<file path="src/rtl/dsm_quantizer_if.sv">
// Quantizer-side bundle: integrator sample/strobe in, DSD bit, feedback and loop status out.
// The master is the modulator datapath that drives the strobe; the slave is the quantizer.
interface dsm_quantizer_if #(
    parameter int PCM_Bit_Length = 32
);
    logic                             CE_I;
    logic signed [PCM_Bit_Length+1:0] DATA_I;
    logic                             OVL_CLR_I;
    logic                             DSD_O;
    logic                             DSD_VALID_O;
    logic signed [PCM_Bit_Length:0]   FB_O;
    logic                             CLR_O;
    logic                             OVL_O;

    modport master (
        output CE_I, DATA_I, OVL_CLR_I,
        input  DSD_O, DSD_VALID_O, FB_O, CLR_O, OVL_O
    );

    modport slave (
        input  CE_I, DATA_I, OVL_CLR_I,
        output DSD_O, DSD_VALID_O, FB_O, CLR_O, OVL_O
    );
endinterface

</file>
<file path="src/rtl/dsm_quantizer.sv">
// One-bit quantizer and loop supervisor of the delta-sigma modulator: emits a DSD bit and
// full-scale feedback per strobe, forcing 0x69 silence at start-up and after overload.
module dsm_quantizer #(
    parameter int PCM_Bit_Length = 32,
    parameter int OVL_LIMIT      = 64,
    parameter int MUTE_SAMPLES   = 1024
) (
    input  logic           MCLK_I,
    input  logic           RESET_NI,
    dsm_quantizer_if.slave q
);
    localparam int N  = PCM_Bit_Length;
    localparam int MW = $clog2(MUTE_SAMPLES);
    localparam int RW = $clog2(OVL_LIMIT + 1);

    localparam logic [7:0]        SIL_PAT = 8'h69;
    localparam logic signed [N:0] FB_POS  = {2'b01, {(N-1){1'b0}}};
    localparam logic signed [N:0] FB_NEG  = {2'b11, {(N-1){1'b0}}};

    typedef enum logic [1:0] {
        MUTE    = 2'd0,
        RUN     = 2'd1,
        RECOVER = 2'd2
    } state_t;

    state_t            state;
    logic [MW-1:0]     mute_cnt;
    logic [RW-1:0]     run_cnt;
    logic [RW-1:0]     run_nxt;
    logic [2:0]        sil_idx;
    logic              prev_bit;
    logic              qbit;
    logic              dsd_q;
    logic              vld_q;
    logic signed [N:0] fb_q;
    logic              clr_q;
    logic              ovl_q;

    // Only the sign of the integrator output matters to a one-bit quantizer.
    logic unused_data;
    assign unused_data = ^q.DATA_I[N:0];

    assign qbit = ~q.DATA_I[N+1];

    always_comb begin
        run_nxt = run_cnt;
        if (run_cnt == '0 || qbit != prev_bit)
            run_nxt = RW'(1);
        else if (run_cnt != RW'(OVL_LIMIT))
            run_nxt = run_cnt + 1'b1;
    end

    always_ff @(posedge MCLK_I) begin
        if (!RESET_NI) begin
            state    <= MUTE;
            mute_cnt <= '0;
            run_cnt  <= '0;
            sil_idx  <= '0;
            prev_bit <= 1'b0;
            dsd_q    <= 1'b0;
            vld_q    <= 1'b0;
            fb_q     <= '0;
            clr_q    <= 1'b1;
            ovl_q    <= 1'b0;
        end else begin
            vld_q <= q.CE_I;
            // Overload set below is ordered after this, so a same-cycle set wins.
            if (q.OVL_CLR_I)
                ovl_q <= 1'b0;
            if (q.CE_I) begin
                case (state)
                    MUTE: begin
                        dsd_q   <= SIL_PAT[3'd7 - sil_idx];
                        fb_q    <= '0;
                        sil_idx <= sil_idx + 3'd1;
                        if (mute_cnt == MW'(MUTE_SAMPLES - 1)) begin
                            state    <= RUN;
                            clr_q    <= 1'b0;
                            mute_cnt <= '0;
                            run_cnt  <= '0;
                        end else begin
                            mute_cnt <= mute_cnt + 1'b1;
                        end
                    end
                    RUN: begin
                        dsd_q    <= qbit;
                        fb_q     <= qbit ? FB_POS : FB_NEG;
                        prev_bit <= qbit;
                        if (run_nxt == RW'(OVL_LIMIT)) begin
                            ovl_q   <= 1'b1;
                            state   <= RECOVER;
                            clr_q   <= 1'b1;
                            sil_idx <= '0;
                            run_cnt <= '0;
                        end else begin
                            run_cnt <= run_nxt;
                        end
                    end
                    RECOVER: begin
                        dsd_q   <= SIL_PAT[3'd7 - sil_idx];
                        fb_q    <= '0;
                        sil_idx <= sil_idx + 3'd1;
                        // The 3-bit index doubles as the 8-strobe recovery counter.
                        if (sil_idx == 3'd7) begin
                            state   <= RUN;
                            clr_q   <= 1'b0;
                            run_cnt <= '0;
                        end
                    end
                    default: begin
                        state    <= MUTE;
                        mute_cnt <= '0;
                        sil_idx  <= '0;
                        clr_q    <= 1'b1;
                    end
                endcase
            end
        end
    end

    assign q.DSD_O       = dsd_q;
    assign q.DSD_VALID_O = vld_q;
    assign q.FB_O        = fb_q;
    assign q.CLR_O       = clr_q;
    assign q.OVL_O       = ovl_q;
endmodule

</file>
<file path="src/flat_wrapper.sv">
// flat-port wrapper written by rule: the top's interface ports become plain ports
module dsm_quantizer_flat 
#(
    parameter int PCM_Bit_Length = 32,
    parameter int OVL_LIMIT      = 64,
    parameter int MUTE_SAMPLES   = 1024
)
  (MCLK_I, RESET_NI, q_CE_I, q_DATA_I, q_OVL_CLR_I, q_DSD_O, q_DSD_VALID_O, q_FB_O, q_CLR_O, q_OVL_O);
  dsm_quantizer_if #(.PCM_Bit_Length(PCM_Bit_Length)) q_i ();
  input  logic MCLK_I;
  input  logic RESET_NI;
  input wire logic [$bits(q_i.CE_I)-1:0] q_CE_I;
  input wire logic [$bits(q_i.DATA_I)-1:0] q_DATA_I;
  input wire logic [$bits(q_i.OVL_CLR_I)-1:0] q_OVL_CLR_I;
  output wire logic [$bits(q_i.DSD_O)-1:0] q_DSD_O;
  output wire logic [$bits(q_i.DSD_VALID_O)-1:0] q_DSD_VALID_O;
  output wire logic [$bits(q_i.FB_O)-1:0] q_FB_O;
  output wire logic [$bits(q_i.CLR_O)-1:0] q_CLR_O;
  output wire logic [$bits(q_i.OVL_O)-1:0] q_OVL_O;
  assign q_i.CE_I = q_CE_I;
  assign q_i.DATA_I = q_DATA_I;
  assign q_i.OVL_CLR_I = q_OVL_CLR_I;
  assign q_DSD_O = q_i.DSD_O;
  assign q_DSD_VALID_O = q_i.DSD_VALID_O;
  assign q_FB_O = q_i.FB_O;
  assign q_CLR_O = q_i.CLR_O;
  assign q_OVL_O = q_i.OVL_O;
  dsm_quantizer #(.PCM_Bit_Length(PCM_Bit_Length), .OVL_LIMIT(OVL_LIMIT), .MUTE_SAMPLES(MUTE_SAMPLES)) u_core (.MCLK_I(MCLK_I), .RESET_NI(RESET_NI), .q(q_i));
endmodule
</file>
<file path="config.mk">
export PLATFORM = sky130hd
export DESIGN_NAME = dsm_quantizer_flat
export DESIGN_NICKNAME = d
export VERILOG_FILES = /design/src/rtl/dsm_quantizer_if.sv /design/src/rtl/dsm_quantizer.sv /design/src/flat_wrapper.sv
export SDC_FILE = /design/constraint.sdc
export NUM_CORES = 1
export LEC_CHECK = 0
export ABC_AREA = 1
export BUFFER_PORTS_ARGS = -buffer_cell sky130_fd_sc_hd__buf_2
export CAP_MARGIN = 25
export CORE_MARGIN = 1.5
export CORE_UTILIZATION = 35
export CTS_CLUSTER_DIAMETER = 50
export DETAILED_ROUTE_END_ITERATION = 10
export GPL_TIMING_DRIVEN = 0
export SETUP_SLACK_MARGIN = 0.02
export SYNTH_ARGS = -nofsm -noshare
export SYNTH_HDL_FRONTEND = slang
export SYNTH_SLANG_ARGS = --single-unit
</file>
<file path="constraint.sdc">
create_clock -name MCLK_I -period 1.8 [get_ports MCLK_I]
set_input_delay 0.18 -clock MCLK_I [delete_from_list [all_inputs] [get_ports MCLK_I]]
set_output_delay 0.18 -clock MCLK_I [all_outputs]
set_load 0.01 [all_outputs]
</file>
==> flow_metrics.env, run 1 <==
export IMPL_mapped_cells=265
export IMPL_synthFlopType="sky130_fd_sc_hd__dfxtp_1"
export IMPL_slowest_stage_cell_on_the_critical_path="sky130_fd_sc_hd__dfxtp_4"
export IMPL_worst_setup_path_start_kind="flip-flop"
export IMPL_min_path_type="in2reg"
export IMPL_critPathRequiredTime_ps=1940
export IMPL_synth_cell_types=33
export IMPL_yosys_warnings=0
export IMPL_netlist_top_cells_area="sky130_fd_sc_hd__dfxtp_1 30%, sky130_fd_sc_hd__buf_4 12%, sky130_fd_sc_hd__nand2_1 8.3%"
export IMPL_design_power_total_uw=1750
export IMPL_route_final_wire_length_um=4100
export IMPL_report_final_hold_viol_count=0
export IMPL_nNetsFinal=373
export IMPL_ys_seq_elements=29
export IMPL_post_place_cells=375
export IMPL_fin_skew_ps=5.25
export IMPL_path_cells="inv_4, ha_4, nand2_4, nor2_4, nand2_2, buf_4, nand2_1, nand3_2, nand3_4, o21bai_4, nand2_2, nand2_1, nand3_1"
export IMPL_cellLeakagePower_uw=0.00114
export IMPL_syn2layout_area_growth_pct=32.0
export IMPL_slew_violations=0
export IMPL_cts_made_buffers=5
export IMPL_largest_net_degree_at_the_start_of_global_routing=11
export IMPL_grt_remaining_overflow=0
export IMPL_path_max_fanout=5
export IMPL_final_setup_viol_count=0
export IMPL_yosys_area_top_type_share_pct=30.5
export IMPL_finalWorstSetupSlack_ps=16.2
export IMPL_io_pins=75
export IMPL_rows=26
export IMPL_cts_clk_slew_worst_paths_ps=60
export IMPL_yosys_area_top_type="sky130_fd_sc_hd__dfxtp_1"
export IMPL_post_route_drc_count=0
export IMPL_syn_mean_instance_area_um2=7.19
export IMPL_post_synth_edffs=0
export IMPL_floorplan_initialDensity_pct=36.8
export IMPL_clockRootBuffer="sky130_fd_sc_hd__clkbuf_8"
export IMPL_routedWlPerCell_um=10.4
export IMPL_worst_ir_drop_vdd_mv=0.400
export IMPL_floorplan_die_width_um=76.8
export IMPL_worstPathArrival_ps=1930
export IMPL_die_area_um2=5900
export IMPL_finalCritPeriodShare_pct=99.1
export IMPL_cp_slowest_stage_delay_ps=390
export IMPL_grt_pass1_wl_um=6740
export IMPL_setup_tns_ps=0
export IMPL_final_core_utilization_pct=48.6
export IMPL_n_antenna_cell=0
export IMPL_maxCapViolCount=0
export IMPL_cts_num_sinks=29
export IMPL_ant_nets=0
export IMPL_final_common_cell="sky130_fd_sc_hd__buf_4"
export IMPL_cts_hold_buffers_added=0
export IMPL_run_status="completed"
export IMPL_achievable_frequency_ghz=0.561
export IMPL_drive_above_1_share_pct=35.4
export IMPL_share_of_the_yosys_chip_area_belonging_to_registers_pct=30.5
export IMPL_clock_tree_from_tritoncts="yes"
export IMPL_setup_repair_after_global_routing_missed_its_margin="yes"
export IMPL_min_period_ps=1780
export IMPL_clock_tree_htree_level_count=2
export IMPL_place_port_buffers=10
export IMPL_viasPerCell=4.32
export IMPL_placeableCoreArea_um2=5170
export IMPL_clk_path_buf_depth=2
export IMPL_grt_pass1_vias=1497
export IMPL_worstSetupEndpointType="flip-flop"
export IMPL_synthArstFlopShare_pct=0
export IMPL_setup_worst_path_class="reg2reg"
export IMPL_dr_first_iter_drc_count=53
export IMPL_final_cell_mix="42 x sky130_fd_sc_hd__buf_4, 36 x sky130_fd_sc_hd__nand2_1, 31 x sky130_fd_sc_hd__conb_1"
export IMPL_clk_insertion_delay_late_ps=280
export IMPL_worst_setup_slack_before_clock_tree_synthesis_ps=-213
export IMPL_antenna_violations_before_repair=0
export IMPL_hpwl_um=2790
export IMPL_route_vias_total=1706
export IMPL_gpl_final_weighted_congestion=0.832
export IMPL_final_instance_count_excl_fill=395
export IMPL_post_synth_instance_area_um2=1910
export IMPL_grt_total_usage_pct=14.2
export IMPL_die_height_um=76.8
export IMPL_power_density_cell_area_nw_per_um2=696
export IMPL_detailedRoute_firstPassIterationCount=4
==> cell families after synthesis <==
kind of cell             synth area share, %
adder cells (fa/ha/maj)                 6.57
flip-flops                              30.5
other                                  0.197
AND/OR/NAND/NOR                         28.5
buffers and inverters                   19.1
AO/OA/AOI/OAI                           12.9
XOR/XNOR                                2.30
==> metal layers <==
layer	routed length [um]	track usage, %	share of wire, %
met2	2020	24.1	49
met4	25	5.00	0.61
met3	152	3.57	3.7
met5	0	0	0
met1	1910	17.3	46
==> report_power, final <==
part	switching [uW]	leakage [uW]	total, uW	internal (uW)
Clock	229	0.0000443	532	302
Sequential	41.9	0.000240	728	686
Combinational	284	0.000855	492	208
Total	555	0.00114	1750	1200
==> cells in the mapped netlist (all sizes together) (3+ instances only) <==
library cell / instances
nand2: 45
o21ai: 19
nor3b: 3
nor2: 35
inv: 29
ha: 10
xor2: 3
buf: 32
a21oi: 17
nand3: 25
dfxtp: 29
==> worst paths after layout <==
kind | start | endpoint | slack, ps | cells after the start
max | u_core.run_cnt[1]$_SDFFE_PN0P_ | u_core.q.CLR_O$_SDFFE_PN1P_ | 20 | 13
min | q_OVL_CLR_I | u_core.q.OVL_O$_SDFF_PN0_ | 160 | 4
max reg2reg | u_core.run_cnt[1]$_SDFFE_PN0P_ | u_core.q.CLR_O$_SDFFE_PN1P_ | 20 | 13
min reg2reg | u_core.q.CLR_O$_SDFFE_PN1P_ | u_core.q.CLR_O$_SDFFE_PN1P_ | 460 | 2
==> critical path: cells and delay by family (launching register included) <==
family | cells | cell delay (ps)
flops | 1 | 390
simple gates | 9 | 690
fa+ha+maj | 1 | 160
compound gates | 1 | 240
buf+inv | 2 | 150
==> metrics by stage <==
stage,instance area (um2),hold WS (ps)
final,2520,157
after global routing,2520,161
after CTS,2390,148
after detailed placement,2160,442
after global placement,2160,438
after floorplan,2020,295
==> layout make-up <==
| cell class | count | area, um2 |
|---|---|---|
| multi-input cells | 204 | 1240 |
| flip-flops and latches | 29 | 598 |
| inverters | 30 | 118 |
| plain buffers | 34 | 251 |
| clock buffers | 7 | 86.3 |
| repair buffers | 21 | 133 |
| fillers | 514 | 2660 |
| well taps | 70 | 87.6 |
==> what timing repair did <==
item / 4_1_cts / 5_1_grt
buffers inserted: 5 / 6
setup endpoints to repair: 16 / 21
pin swaps: 14 / 12
resized for setup: 25 / 22
gates cloned: 2 / 0
==> sequential cells by signal (all words and copies together) (netlist names) <==
signal,cells
u_core.q.DSD_O,1
u_core.q.CLR_O,1
u_core.q.OVL_O,1
u_core.q.DSD_VALID_O,1
u_core.q.FB_O,2
u_core.run_cnt,7
u_core.sil_idx,3
u_core.mute_cnt,10
u_core.prev_bit,1
u_core.state,2
Power figures use the tool's default switching activity.
==> run 2, diff against run 1 <==
--- a/config.mk
+++ b/config.mk
@@ -6,7 +6,7 @@
 export NUM_CORES = 1
 export LEC_CHECK = 0
 export ABC_AREA = 1
-export BUFFER_PORTS_ARGS = -buffer_cell sky130_fd_sc_hd__buf_2
+export BUFFER_PORTS_ARGS = -buffer_cell sky130_fd_sc_hd__buf_4
 export CAP_MARGIN = 25
 export CORE_MARGIN = 1.5
 export CORE_UTILIZATION = 35
==> flow_metrics.env, run 2 (same netlist as run 1, synthesis figures left out) <==
export IMPL_setup_tns_ps=0
export IMPL_maxCapViolCount=0
export IMPL_die_height_um=76.8
export IMPL_worst_setup_path_start_kind="flip-flop"
export IMPL_largest_registers="u_core.mute_cnt (10), u_core.run_cnt (7), u_core.sil_idx (3)"
export IMPL_netSwitchingPower_uw=573
export IMPL_area_sequential_um2=603
export IMPL_gpl_final_weighted_congestion=0.825
export IMPL_regToRegStartpoint="u_core.run_cnt[0]$_SDFFE_PN0P_"
export IMPL_dr_first_iter_drc_count=80
export IMPL_placeableCoreArea_um2=5170
export IMPL_p_int_uw=1230
export IMPL_report_final_hold_viol_count=0
export IMPL_n_antenna_cell=0
export IMPL_p_seq_share_pct=40.4
export IMPL_pwr_share_comb_pct=29.9
export IMPL_ant_nets=0
export IMPL_worstPathArrival_ps=1920
export IMPL_drive_above_1_share_pct=39.6
export IMPL_post_route_drc_count=0
export IMPL_detailedRoute_firstPassIterationCount=4
export IMPL_cell_seen_most_often_among_critical_path_stages="sky130_fd_sc_hd__nand3_2"
export IMPL_cts_hold_buffers_added=0
export IMPL_clk_path_buf_depth=2
export IMPL_floorplan_die_width_um=76.8
export IMPL_power_share_clock_pct=29.8
export IMPL_route_final_wire_length_um=4360
export IMPL_cts_made_buffers=5
export IMPL_final_setup_viol_count=0
export IMPL_routedWlPerCell_um=10.7
export IMPL_holdWs_ps=146
export IMPL_cp_slowest_stage_delay_ps=370
export IMPL_multi_input_area_um2=1280
export IMPL_setup_repair_after_global_routing_missed_its_margin="yes"
export IMPL_path_cells="inv_4, ha_4, nand2_4, nor2_4, buf_6, nand3_2, nand3_2, nand3_4, o21bai_4, nand2_2, nand2_1, a21oi_2"
export IMPL_min_delay_start="q_DATA_I[33]"
export IMPL_max_flop_register="u_core.mute_cnt"
export IMPL_grt_pass1_vias=1638
export IMPL_final_cell_mix="63 x sky130_fd_sc_hd__buf_4, 36 x sky130_fd_sc_hd__nand2_1, 31 x sky130_fd_sc_hd__conb_1"
export IMPL_critPathRequiredTime_ps=1960
export IMPL_min_path_type="in2reg"
export IMPL_p_sw_share_pct=31.9
export IMPL_crit_reg2reg_capture="u_core.state[0]$_SDFFE_PN0P_"
export IMPL_power_density_cell_area_nw_per_um2=669
export IMPL_clk_insertion_delay_late_ps=280
export IMPL_die_area_um2=5900
export IMPL_min_period_ps=1760
export IMPL_setup_worst_path_class="reg2reg"
export IMPL_clockRootBuffer="sky130_fd_sc_hd__clkbuf_8"
export IMPL_route_vias_total=1793
export IMPL_clock_tree_htree_level_count=2
export IMPL_worst_ir_drop_vdd_mv=0.367
export IMPL_hold_end="u_core.prev_bit$_SDFFE_PN0P_"
export IMPL_rows=26
export IMPL_cellLeakagePower_uw=0.00122
export IMPL_largest_reg_flops=10
export IMPL_nNetsFinal=386
export IMPL_largest_net_degree_at_the_start_of_global_routing=11
export IMPL_design_power_total_uw=1800
export IMPL_hpwl_um=2740
export IMPL_grt_total_usage_pct=15.2
export IMPL_cts_clk_slew_worst_paths_ps=60
export IMPL_slowest_stage_cell_on_the_critical_path="sky130_fd_sc_hd__dfxtp_4"
export IMPL_grt_pass1_wl_um=7270
export IMPL_hold_path_depth=2
export IMPL_path_max_fanout=5
export IMPL_fin_skew_ps=5.99
export IMPL_final_common_cell="sky130_fd_sc_hd__buf_4"
export IMPL_syn2layout_area_growth_pct=41.2
export IMPL_clock_tree_from_tritoncts="yes"
export IMPL_grt_remaining_overflow=0
export IMPL_io_pins=75
export IMPL_finalCritPeriodShare_pct=98.0
export IMPL_achievable_frequency_ghz=0.567
export IMPL_cts_num_sinks=29
export IMPL_floorplan_initialDensity_pct=36.8
export IMPL_place_port_buffers=10
export IMPL_antenna_violations_before_repair=0
export IMPL_worstSetupEndpointType="flip-flop"
export IMPL_reg2reg_slack_ps=40
export IMPL_run_status="completed"
export IMPL_slew_violations=0
export IMPL_n_fill_cell=509
export IMPL_viasPerCell=4.39
export IMPL_r2r_cells=12
## run 2: area by class of cell
type	count	area share, %
Buffer	34	9.35
Clock buffer	7	3.21
Inverter	30	4.47
Multi-Input combinational cell	204	47.5
Sequential cell	29	22.4
Tap cell	70	3.26
Timing Repair Buffer	34	9.77
## run 2: worst max-delay path by stage
| stage | startpoint | cells past startpoint | to | slack (ps) |
|---|---|---|---|---|
| finish | u_core.run_cnt[0]$_SDFFE_PN0P_ | 12 | u_core.state[0]$_SDFFE_PN0P_ | 40 |
| global route | u_core.run_cnt[5]$_SDFFE_PN0P_ | 12 | u_core.q.CLR_O$_SDFFE_PN1P_ | -60 |
| floorplan | u_core.state[1]$_SDFFE_PN0P_ | 11 | u_core.mute_cnt[9]$_SDFFE_PN0P_ | 30 |
| global placement | u_core.run_cnt[0]$_SDFFE_PN0P_ | 12 | u_core.q.CLR_O$_SDFFE_PN1P_ | -190 |
| CTS | u_core.run_cnt[1]$_SDFFE_PN0P_ | 13 | u_core.q.CLR_O$_SDFFE_PN1P_ | -30 |
| detailed placement | u_core.run_cnt[0]$_SDFFE_PN0P_ | 12 | u_core.q.CLR_O$_SDFFE_PN1P_ | -190 |
## run 2: timing repair
action	CTS	global route
gates resized for setup	27	36
endpoints found under the hold margin	0	0
setup endpoints to repair	14	22
gates cloned	2	0
pin swaps	16	19
buffers inserted	19	7
## run 2: critical path: cells and delay by family (launching register included)
| kind | cells | cell delay (ps) |
|---|---|---|
| AND/OR/NAND/NOR | 7 | 670 |
| flip-flops | 1 | 370 |
| AO/OA/AOI/OAI | 2 | 280 |
| buffers and inverters | 2 | 190 |
| adder cells (fa/ha/maj) | 1 | 140 |
## run 2: routing by layer
| layer | track usage [%] | share of wire [%] | wire length, um | up-vias |
|---|---|---|---|---|
| met2 | 27.0 | 51 | 2240 | 43 |
| met3 | 3.33 | 4.8 | 208 | 5 |
| met5 | 0 | 0 | 0 | - |
| li1 | - | - | - | 941 |
| met1 | 18.1 | 43 | 1850 | 804 |
| met4 | 5.00 | 1.3 | 57 | 0 |
## run 2: power groups by stage
stage	clock [uW]	sequential [uW]	combinational, uW
2_1_floorplan	0	730	326
3_3_place_gp	0	733	405
3_5_place_dp	0	734	406
4_1_cts	558	721	473
5_1_grt	589	733	596
6_report	536	727	538
## run 2: metrics by stage
step	cell area (um2)	utilization, %	setup slack [ps]	instances
detailed placement	2180	42.2	-188	375
CTS	2530	48.9	-28.0	403
floorplan	2020	-	25.7	295
global placement	2180	42.2	-185	375
global route	2690	52.0	-59.5	408
finish	2690	52.0	35.9	408
